<file path="src/rtl/ob_host.sv">
// Host-side shim for the order-book core: registers upstream commands onto the
// book's ingress, buffers book responses for a downstream consumer, and keeps
// issue/response statistics plus a response watchdog.

package ob_pkg;

  typedef enum logic [1:0] {
    OP_NOP    = 2'd0,
    OP_ADD    = 2'd1,
    OP_CANCEL = 2'd2,
    OP_MODIFY = 2'd3
  } op_e;

  typedef struct packed {
    op_e         op;
    logic        side;
    logic [15:0] id;
    logic [15:0] price;
    logic [15:0] qty;
  } cmd_t;

  typedef struct packed {
    logic [1:0]  status;
    logic [15:0] id;
    logic [15:0] qty;
  } rsp_t;

endpackage

module ob_host
  import ob_pkg::*;
#(
  parameter int CNT_W   = 32,
  parameter int TIMEOUT = 1024,
  parameter int RSP_N   = 2
) (
  input  logic             clk,
  input  logic             rst,
  input  logic             in_vld,
  input  cmd_t             in_cmd,
  output logic             in_rdy,
  output logic             cmd_vld_r,
  output cmd_t             cmd_r,
  input  logic             cmd_full_r,
  input  logic             rsp_vld,
  input  rsp_t             rsp,
  output logic             rsp_accept,
  output logic             out_vld,
  output rsp_t             out_rsp,
  input  logic             out_accept,
  input  logic             halt,
  output logic             idle_r,
  output logic [CNT_W-1:0] cmd_cnt_r,
  output logic [CNT_W-1:0] rsp_cnt_r,
  output logic             err_timeout_r
);

  localparam int PTR_W = (RSP_N > 1) ? $clog2(RSP_N) : 1;
  localparam int OCC_W = $clog2(RSP_N + 1);
  localparam int WD_W  = $clog2(TIMEOUT + 1);

  localparam logic [0:0] WD_OFF   = 1'b0;
  localparam logic [0:0] WD_ARMED = 1'b1;

  // Response buffer storage and bookkeeping
  rsp_t             mem [RSP_N];
  logic [PTR_W-1:0] wr_ptr;
  logic [PTR_W-1:0] rd_ptr;
  logic [OCC_W-1:0] occ;
  logic [OCC_W-1:0] occ_nxt;

  // Watchdog state
  logic [0:0]       wd_state;
  logic [0:0]       wd_state_nxt;
  logic [WD_W-1:0]  wd_cnt;
  logic [WD_W-1:0]  wd_cnt_nxt;
  logic             wd_fire;

  logic             issue;
  logic             push;
  logic             pop;
  logic             idle_nxt;

  // Handshakes are gated by rst so nothing transfers during the reset cycle.
  assign in_rdy     = ~rst & ~cmd_full_r & ~halt;
  assign issue      = in_vld & in_rdy;
  assign rsp_accept = ~rst & (occ < OCC_W'(RSP_N));
  assign push       = rsp_vld & rsp_accept;
  assign out_vld    = (occ != '0);
  assign pop        = out_vld & out_accept;
  assign out_rsp    = mem[rd_ptr];

  assign occ_nxt = occ + OCC_W'(push) - OCC_W'(pop);

  // NOTE: every signal written here gets a default first, so no path leaves it
  // unassigned and no latch is inferred.
  always_comb begin
    wd_state_nxt = wd_state;
    wd_cnt_nxt   = wd_cnt;
    wd_fire      = 1'b0;
    if (issue) begin
      // A new issue always reloads, even if a response lands this same cycle.
      wd_state_nxt = WD_ARMED;
      wd_cnt_nxt   = WD_W'(TIMEOUT);
    end else if (wd_state == WD_ARMED) begin
      if (push) begin
        wd_state_nxt = WD_OFF;
      end else if (wd_cnt == WD_W'(1)) begin
        wd_state_nxt = WD_OFF;
        wd_cnt_nxt   = '0;
        wd_fire      = 1'b1;
      end else begin
        wd_cnt_nxt = wd_cnt - WD_W'(1);
      end
    end
  end

  assign idle_nxt = ~issue & (occ_nxt == '0) & (wd_state_nxt == WD_OFF);

  // NOTE: state registers use non-blocking assignments so every flop samples
  // pre-edge values regardless of statement order.
  always_ff @(posedge clk) begin
    if (rst) begin
      cmd_vld_r     <= 1'b0;
      cmd_r         <= '0;
      cmd_cnt_r     <= '0;
      rsp_cnt_r     <= '0;
      wr_ptr        <= '0;
      rd_ptr        <= '0;
      occ           <= '0;
      wd_state      <= WD_OFF;
      wd_cnt        <= '0;
      err_timeout_r <= 1'b0;
      idle_r        <= 1'b1;
    end else begin
      cmd_vld_r <= issue;
      if (issue) begin
        cmd_r     <= in_cmd;
        cmd_cnt_r <= cmd_cnt_r + CNT_W'(1);
      end
      if (push) begin
        wr_ptr    <= wr_ptr + PTR_W'(1);
        rsp_cnt_r <= rsp_cnt_r + CNT_W'(1);
      end
      if (pop) begin
        rd_ptr <= rd_ptr + PTR_W'(1);
      end
      occ      <= occ_nxt;
      wd_state <= wd_state_nxt;
      wd_cnt   <= wd_cnt_nxt;
      if (wd_fire) begin
        err_timeout_r <= 1'b1;
      end
      idle_r <= idle_nxt;
    end
  end

  // NOTE: the buffer payload is not reset; occupancy and pointers alone decide
  // what is valid, so clearing the entries would only cost reset fan-out.
  always_ff @(posedge clk) begin
    if (push) begin
      mem[wr_ptr] <= rsp;
    end
  end

endmodule

</file>
<file path="config.mk">
export PLATFORM = sky130hd
export DESIGN_NAME = ob_host
export DESIGN_NICKNAME = d
export VERILOG_FILES = /design/src/rtl/ob_host.sv
export SDC_FILE = /design/constraint.sdc
export NUM_CORES = 1
export LEC_CHECK = 0
export CORE_MARGIN = 4
export CORE_UTILIZATION = 45
export DETAILED_ROUTE_END_ITERATION = 8
export GPL_ROUTABILITY_DRIVEN = 1
export PLACE_DENSITY = 0.77
export SYNTH_ARGS = -nofsm -noshare
export SYNTH_HDL_FRONTEND = slang
export SYNTH_SLANG_ARGS = --single-unit
</file>
<file path="constraint.sdc">
create_clock -name clk -period 4.12 [get_ports clk]
set_input_delay 0.618 -clock clk [delete_from_list [all_inputs] [get_ports clk]]
set_output_delay 0.618 -clock clk [all_outputs]
set_load 0.01 [all_outputs]
</file>
### Word-level counts from Yosys, hierarchy flattened

Memory sizes are Yosys's and may differ from the RTL's. A register that Yosys moved wholly into a read port is not among the register bits.
Index checks and enable logic that the tools add are counted.

* register bits after elaboration: 134
* memory bits (writable): 68
* input port bits: 92
* output and inout bits: 155
* memories kept: 1

Memory list
* mem: depth 2, width 34, rd ports 1, clocked after memory_dff 1, wr ports 1, RTL line 66 `rsp_t mem [RSP_N];`

* $add $sub $neg: 7
* order comparisons: 1
* equal/unequal tests: 2
* muxes and demuxes: 16
* bitwise logic cells: 14
* reduce and logical (&&, ||, !) cells: 6

Operators by type and width (count)
* 32-bit by 1-bit adder with 32-bit output (second input constant): 2
* 11-bit 2-to-1 mux: 4
* 1-bit 2-to-1 mux: 12
* 11-bit by 1-bit equality test with 1-bit output (second input constant): 1
* 11-bit by 1-bit subtractor with 11-bit output (second input constant): 1
* 1-bit AND: 8
* 1-bit NOT: 6
* 2-bit AND reduction: 2
* 2-bit nonzero test: 2
* 1-bit adder (second input constant): 2
* 2-bit by 1-bit adder with 2-bit output: 1
* 2-bit zero test: 1
* 2-bit less-than comparator (second input constant): 1
* 2-bit inequality test (second input constant): 1
* 2-bit OR reduction: 1
* 2-bit by 1-bit subtractor with 2-bit output: 1

### Longest topological paths before layout

Gate-level depths: netlist of run 1.

* word-level depth: 8
* depth in mapped cells: 9
* mapped depth without buffers: 8

### Worst setup path before layout of run 1

OpenSTA, ideal clock, no wires.

* path kind: input port to flip-flop
* start point: in rst
* end point: mem mem[0][0] (netlist bit) (enable)
* setup time: 0.425 ns
* data arrival time: 2.890 ns
* data required time: 3.695 ns
* path slack: 0.804 ns
* cell stages on the path: 4
* buffers on the path: 1
* cells stage by stage: buf_6 -> nor3b_2 -> clkinv_1 -> nor2_1

* longest elaborated chain between the ends: 5

Ends and longest elaborated chain
* from (decl): RTL line 38 `input logic rst,`
* 1-bit NOT: RTL line 87 `assign rsp_accept = ~rst & (occ < OCC_W'(RSP_N));`
* 1-bit AND: RTL line 87
* 1-bit AND: RTL line 88 `assign push = rsp_vld & rsp_accept;`
* 1-bit 2-to-1 mux: RTL line 161 `if (push) begin`
* 1-bit 2-to-1 mux (not written as such): RTL line 162 `mem[wr_ptr] <= rsp;`
* to (decl): RTL line 66

No other way between the ends.

### Final worst setup path of run 1

* start point: in rst
* end point: out in_rdy

* longest elaborated chain between the ends: 3

Ends and longest elaborated chain
* 1-bit NOT: RTL line 85 `assign in_rdy = ~rst & ~cmd_full_r & ~halt;`
* 1-bit AND (2 in a row): RTL line 85
* to (decl): RTL line 41 `output logic in_rdy,`

No other way between the ends.

==> metrics.txt, run 1 <==
die outline width about 140 um; drt first pass iters 4; final worst setup slack approximately 1.2 ns; worst skew pair latency 0.50 ns; CP peak stage delay 0.63 ns; final WL 20600 um; placed cells 1232; cell taking the most area after synthesis dfxtp_1; YS warnings 0; Vias/cell ~5.3; Crit Path Class input pin to output pin; total die area ~20000 um2; leading register cell type out of synthesis dfxtp_1; top post-synthesis cells by area dfxtp_1, edfxtp_1, nand2_1; clk root buf clkbuf_16; Yosys cell types 43; LEAKAGE between 3 and 4 nW; nets 1125; initial antenna violation count 1; hold crit path type register to register; post-CTS sizing 0; CP cell instances buf_2 -> buf_4 -> nor3_1 -> clkdlybuf4s50_1; clk sink count 203; FP Rows 49; delay-heaviest family, CP buffers and inverters; most frequent cell after synthesis nand2_1; DRC viols 0; GR Overflow Total 0; syn_nets 895; pre-CTS setup slack 0.812 ns; top cells by count, synth nand2_1, dfxtp_1, edfxtp_1, o21ai_0, mux2_2; initial DRC count 362; Post-Syn Area 8190 um2; gr usage total about a fifth; power per standard cell area 437 nW/um2; Hold Buf Count CTS 0; VDD IR max 312 uV; data required time of the worst path 3.50 ns; CTS tree built; Tcrit/Tclk final 70.4%; CP Launch Type input pin; status complete, no violations; vias after detailed routing 6726; dpl hpwl 14000 um; footprint of the multi-input gates 3200 um2; first-pass GRT wire length 32800 um; Max Cap Viol 0; Post-synth EDFFs 68; synthesized flop and latch total 203; max_slew headroom 41.3%; Antenna Cells 0; H-tree lvl count 1; largest net degree at the start of global routing a little under 100; FFs w/ async S/R, synth 0%; RSZ-0062 raised after global routing no; # IOs ~250; Syn Area/Cell between 10 and 15 um2; Reg area 4740 um2; Num CTS Buffers 22; Synth Instances 797; worst r2r path cells 4; TNS Setup 0 ns; sequential area share after synthesis 58.0%; clk buf depth 3; share of the synthesized area in the top cell type between 30% and 40%; CORE AREA 17900 um2; final-report hold violation count 0; worst hold margin roughly 0.46 ns; CP bufs+invs 3; setup bufs post-CTS 0; number of global-route vias before repair 6439; Max Clock Freq 345 MHz; Die Y 143 um; instance count on the critical path 4; Post-Layout Cell Count ~1.3k; minimum clock period 2.90 ns; Detail Route Antenna Nets 0; utilization after layout 64.5%; max-slew violations 0; reg2reg setup slack 1.45 ns; fill cell count 1458; initial core utilization 45.7%; Final Setup Violations 0; Hold Path Depth 2; CP max FO 64; IO buf count 246; Max Clock Skew 0.0177 ns; fraction of layout instances using a drive strength above 1 a little under a tenth; Slew @ Worst Pin 0.878 ns; Clock transition at path regs approximately 0.060 ns; Setup crit end kind output pin; worst path arrival time 2.28 ns; routability-driven placement congestion ratio 0.798; slowest CP cell buf_4; Avg WL per Cell approximately 16 um; Area growth syn-to-layout 41.1%
state kept, by name (all words and copies together), names as in the netlist, named ones only:
register	count
err_timeout_r	1
cmd_r	51
cmd_cnt_r	32
idle_r	1
rsp_cnt_r	32
cmd_vld_r	1
wr_ptr	1
wd_cnt	11
wd_state	1
rd_ptr	1
occ	2
mem	68
cells in the final DEF, fill, tap and decap left out, drive strengths merged, types with 15 or more instances in the layout:
cell           count
clkdlybuf4s50    245
nand2            143
dfxtp            135
edfxtp            68
o21ai             59
mux2              46
a21oi             40
nor2              39
clkbuf            32
or4               23
nand3             20
nand4             19
or3               17
o31ai             16
xnor2             15
logic make-up (layout without fill, tap and decap cells):
group | after synthesis | after routing | share of synthesized area (%)
simple gates | 324 | 324 | 19.7
flops | 203 | 203 | 58.0
compound gates | 133 | 133 | 9.43
buf+inv | 61 | 307 | 3.00
mux | 51 | 51 | 6.94
xor+xnor | 19 | 19 | 2.03
fa+ha+maj | 6 | 6 | 0.917
worst reg2reg max path, stage by stage, from the launching register on:
cell and delay [ns]:
dfxtp_1 0.36, nand4bb_1 0.43, or4_1 0.92, nor4_1 0.46, mux2_2 0.39
power by group:
group	total [mW]	internal (mW)	switching, mW	leakage, nW
Sequential	2.22	2.17	0.0432	1.72
Combinational	0.771	0.440	0.331	1.79
Clock	2.06	1.30	0.760	0.373
worst paths after layout:
| kind | startpoint | end |
|---|---|---|
| setup / recovery | rst | in_rdy |
| setup reg to reg | occ[1] | rsp_cnt_r[29] |
| hold reg to reg | cmd_r[37] | cmd_r[37] |
| hold / removal | cmd_r[37] | cmd_r[37] |
through the flow:
stage	area, um2	power [mW]
2_1_floorplan	8190	2.63
3_3_place_gp	10800	3.02
3_5_place_dp	10800	3.04
4_1_cts	11600	5.11
5_1_grt	11600	5.27
6_report	11600	5.05
per-layer routing:
layer | global-route usage, % | wire [um] | vias up
met4 | 5.35 | 444 | 2
met5 | 0 | 12 | -
met1 | 26.3 | 9150 | 3148
met2 | 30.8 | 9390 | 216
met3 | 4.92 | 1570 | 35
li1 | - | - | 3325
layout make-up:
type | instances | share of cell area (%)
flip-flops and latches | 203 | 41.1
multi-input cells | 533 | 27.7
repair buffers | 253 | 21.7
clock buffers | 32 | 5.39
well taps | 229 | 2.48
clock inverters | 8 | 1.20
inverters | 14 | 0.455
Power figures use the tool's default switching activity.
==> run 2: changes to the inputs <==
==> constraint.sdc (replaced) <==
create_clock -name clk -period 2.7 [get_ports clk]
set_input_delay 0.405 -clock clk [delete_from_list [all_inputs] [get_ports clk]]
set_output_delay 0.405 -clock clk [all_outputs]
set_load 0.01 [all_outputs]
==> run 2 against run 1 <==
Effect of this change: sequential share of layout area is 0.15 points lower; global-route usage about the same; clock skew decreased by 0.012 ns; clock-buffer cell count decreased by 8; first-iteration DRC count fell by 5.5%; setup slack worse by 1.0 ns; worst hold slack worse by 0.019 ns; die area unchanged; non-clock buffer count rose by 15; largest power group unchanged.
==> metrics.txt, run 2 (synthesis gave the netlist of run 1 again) <==
status complete, no violations; Tcrit/Tclk final 92.6%; vias after detailed routing 6837; routability-driven placement congestion ratio between 0.8 and 0.9; clk buf depth 3; fill cell count 1447; total die area 20400 um2; Slew @ Worst Pin 0.660 ns; DRC viols 0; minimum clock period 2.50 ns; final-report hold violation count 0; Max Clock Freq 400 MHz; CP bufs+invs 2; die outline width 143 um; slowest CP cell clkdlybuf4s50_1; number of global-route vias before repair 6435; Die Y 143 um; Clock power frac 37.1%; hold crit path type input pin to register; worst path arrival time 2.10 ns; delay-heaviest family, CP buffers and inverters; commonest cells after routing, fill and taps aside clkdlybuf4s50_1, nand2_1, dfxtp_1; Clock transition at path regs 0.06 ns; commonest non-fill, non-tap cell in the layout clkdlybuf4s50_1; fraction of layout instances using a drive strength above 1 10.5%; sequential fraction of design power 46.5%; max FFs per register 68; CORE AREA 17900 um2; gr usage total 19.3%; IO buf count 246; final WL 20500 um; Final Setup Violations 0; CP max FO 34; FP Rows 49; Internal Power ~5.6 mW; RSZ-0062 raised after global routing no; post-CTS sizing 0; CP peak stage delay 0.50 ns; CP cell instances buf_4 -> mux2_2 -> clkdlybuf4s50_1; Sw Share 23.4%; Area growth syn-to-layout 41.7%; Hold Buf Count CTS 0; Vias/cell 5.32; nets approximately 1.1k; Antenna Cells 0; LEAKAGE approximately 3.9 nW; Max Clock Skew 0.00616 ns; initial DRC count ~340; initial core utilization 45.7%; GR Overflow Total 0; Logic pwr share 16.4%; # IOs 247; dpl hpwl ~14000 um; Avg WL per Cell 16.0 um; data required time of the worst path 2.30 ns; largest net degree at the start of global routing between 90 and 100; worst skew pair latency 0.48 ns; Detail Route Antenna Nets 0; Top Registers mem (68), cmd_r (51); CP Launch Type register; Post-Layout Cell Count 1284; Crit Path Class register to output pin; power per standard cell area 627 nW/um2; placed cells between 1k and 1.5k; first-pass GRT wire length 32600 um; H-tree lvl count 1; setup bufs post-CTS 0; VDD IR max ~460 uV; clk root buf clkbuf_16; max-slew violations 0; initial antenna violation count 1; NetSw about 1.7 mW; Max Cap Viol 0; Num CTS Buffers 21; drt first pass iters 5; CTS tree built; max_slew headroom 56.0%; Largest Register mem; clk sink count ~200; utilization after layout 64.8%; Setup crit end kind output pin
run 2: final timing paths:
kind	start	to	slack [ns]	cells past startpoint
setup reg to reg	rsp_cnt_r[0]	rsp_cnt_r[28]	0.39	6
hold reg to reg	cmd_r[7]	cmd_r[7]	0.45	2
setup / recovery	register	out_rsp[8]	0.20	3
hold / removal	rst	register	0.44	3
run 2: power by group through the flow:
stage / logic, mW / registers [mW] / clock network [mW]
global route: 1.29 / 3.40 / 2.90
finish: 1.19 / 3.38 / 2.69
floorplan: 0.558 / 3.45 / 0
CTS: 1.21 / 3.38 / 2.77
detailed placement: 1.20 / 3.45 / 0
global placement: 1.19 / 3.44 / 0
run 2: layout make-up:
cell class	count	area, um2	share of cell area, %
Timing Repair Buffer	268	2670	23.0
Multi-Input combinational cell	533	3200	27.6
Inverter	14	52.6	0.453
Sequential cell	203	4740	40.9
Clock buffer	24	557	4.80
Clock inverter	13	83.8	0.723
Tap cell	229	287	2.47
run 2: routing by layer:
metal / track usage (%) / wire length, um
met1: 25.4 / 8860
met2: 32.1 / 9600
met3: 4.62 / 1640
met4: 5.25 / 379
met5: 0 / 12
run 2: worst reg2reg max path, cell delays in order (launching register included):
cell and delay, ns:
dfxtp_1 0.41, ha_1 0.22, nand4_1 0.26, or3_1 0.42
buf_4 0.20, nor4_1 0.32, mux2_2 0.37
run 2: through the flow:
| stage | worst slack (ns) | instance area, um2 | TNS [ns] | power (mW) | hold WS [ns] |
|---|---|---|---|---|---|
| 4_1_cts | 0.164 | 11600 | 0 | 7.36 | 0.429 |
| 5_1_grt | 0.109 | 11600 | 0 | 7.59 | 0.460 |
| 3_3_place_gp | -0.0308 | 11000 | -0.137 | 4.63 | 0.442 |
| 6_report | 0.199 | 11600 | 0 | 7.27 | 0.436 |
| 3_5_place_dp | -0.0764 | 11000 | -0.503 | 4.65 | 0.449 |
| 2_1_floorplan | 0.157 | 8190 | 0 | 4.01 | 0.443 |
==> run 3: changes to the inputs <==
--- a/config.mk
+++ b/config.mk
@@ -7,6 +7,7 @@
 export LEC_CHECK = 0
 export CORE_MARGIN = 4
 export CORE_UTILIZATION = 45
+export CTS_CLUSTER_SIZE = 40
 export DETAILED_ROUTE_END_ITERATION = 8
 export GPL_ROUTABILITY_DRIVEN = 1
 export PLACE_DENSITY = 0.77
==> results of run 3 <==
The final DEF is identical to that of run 2; final timing and power are the same.
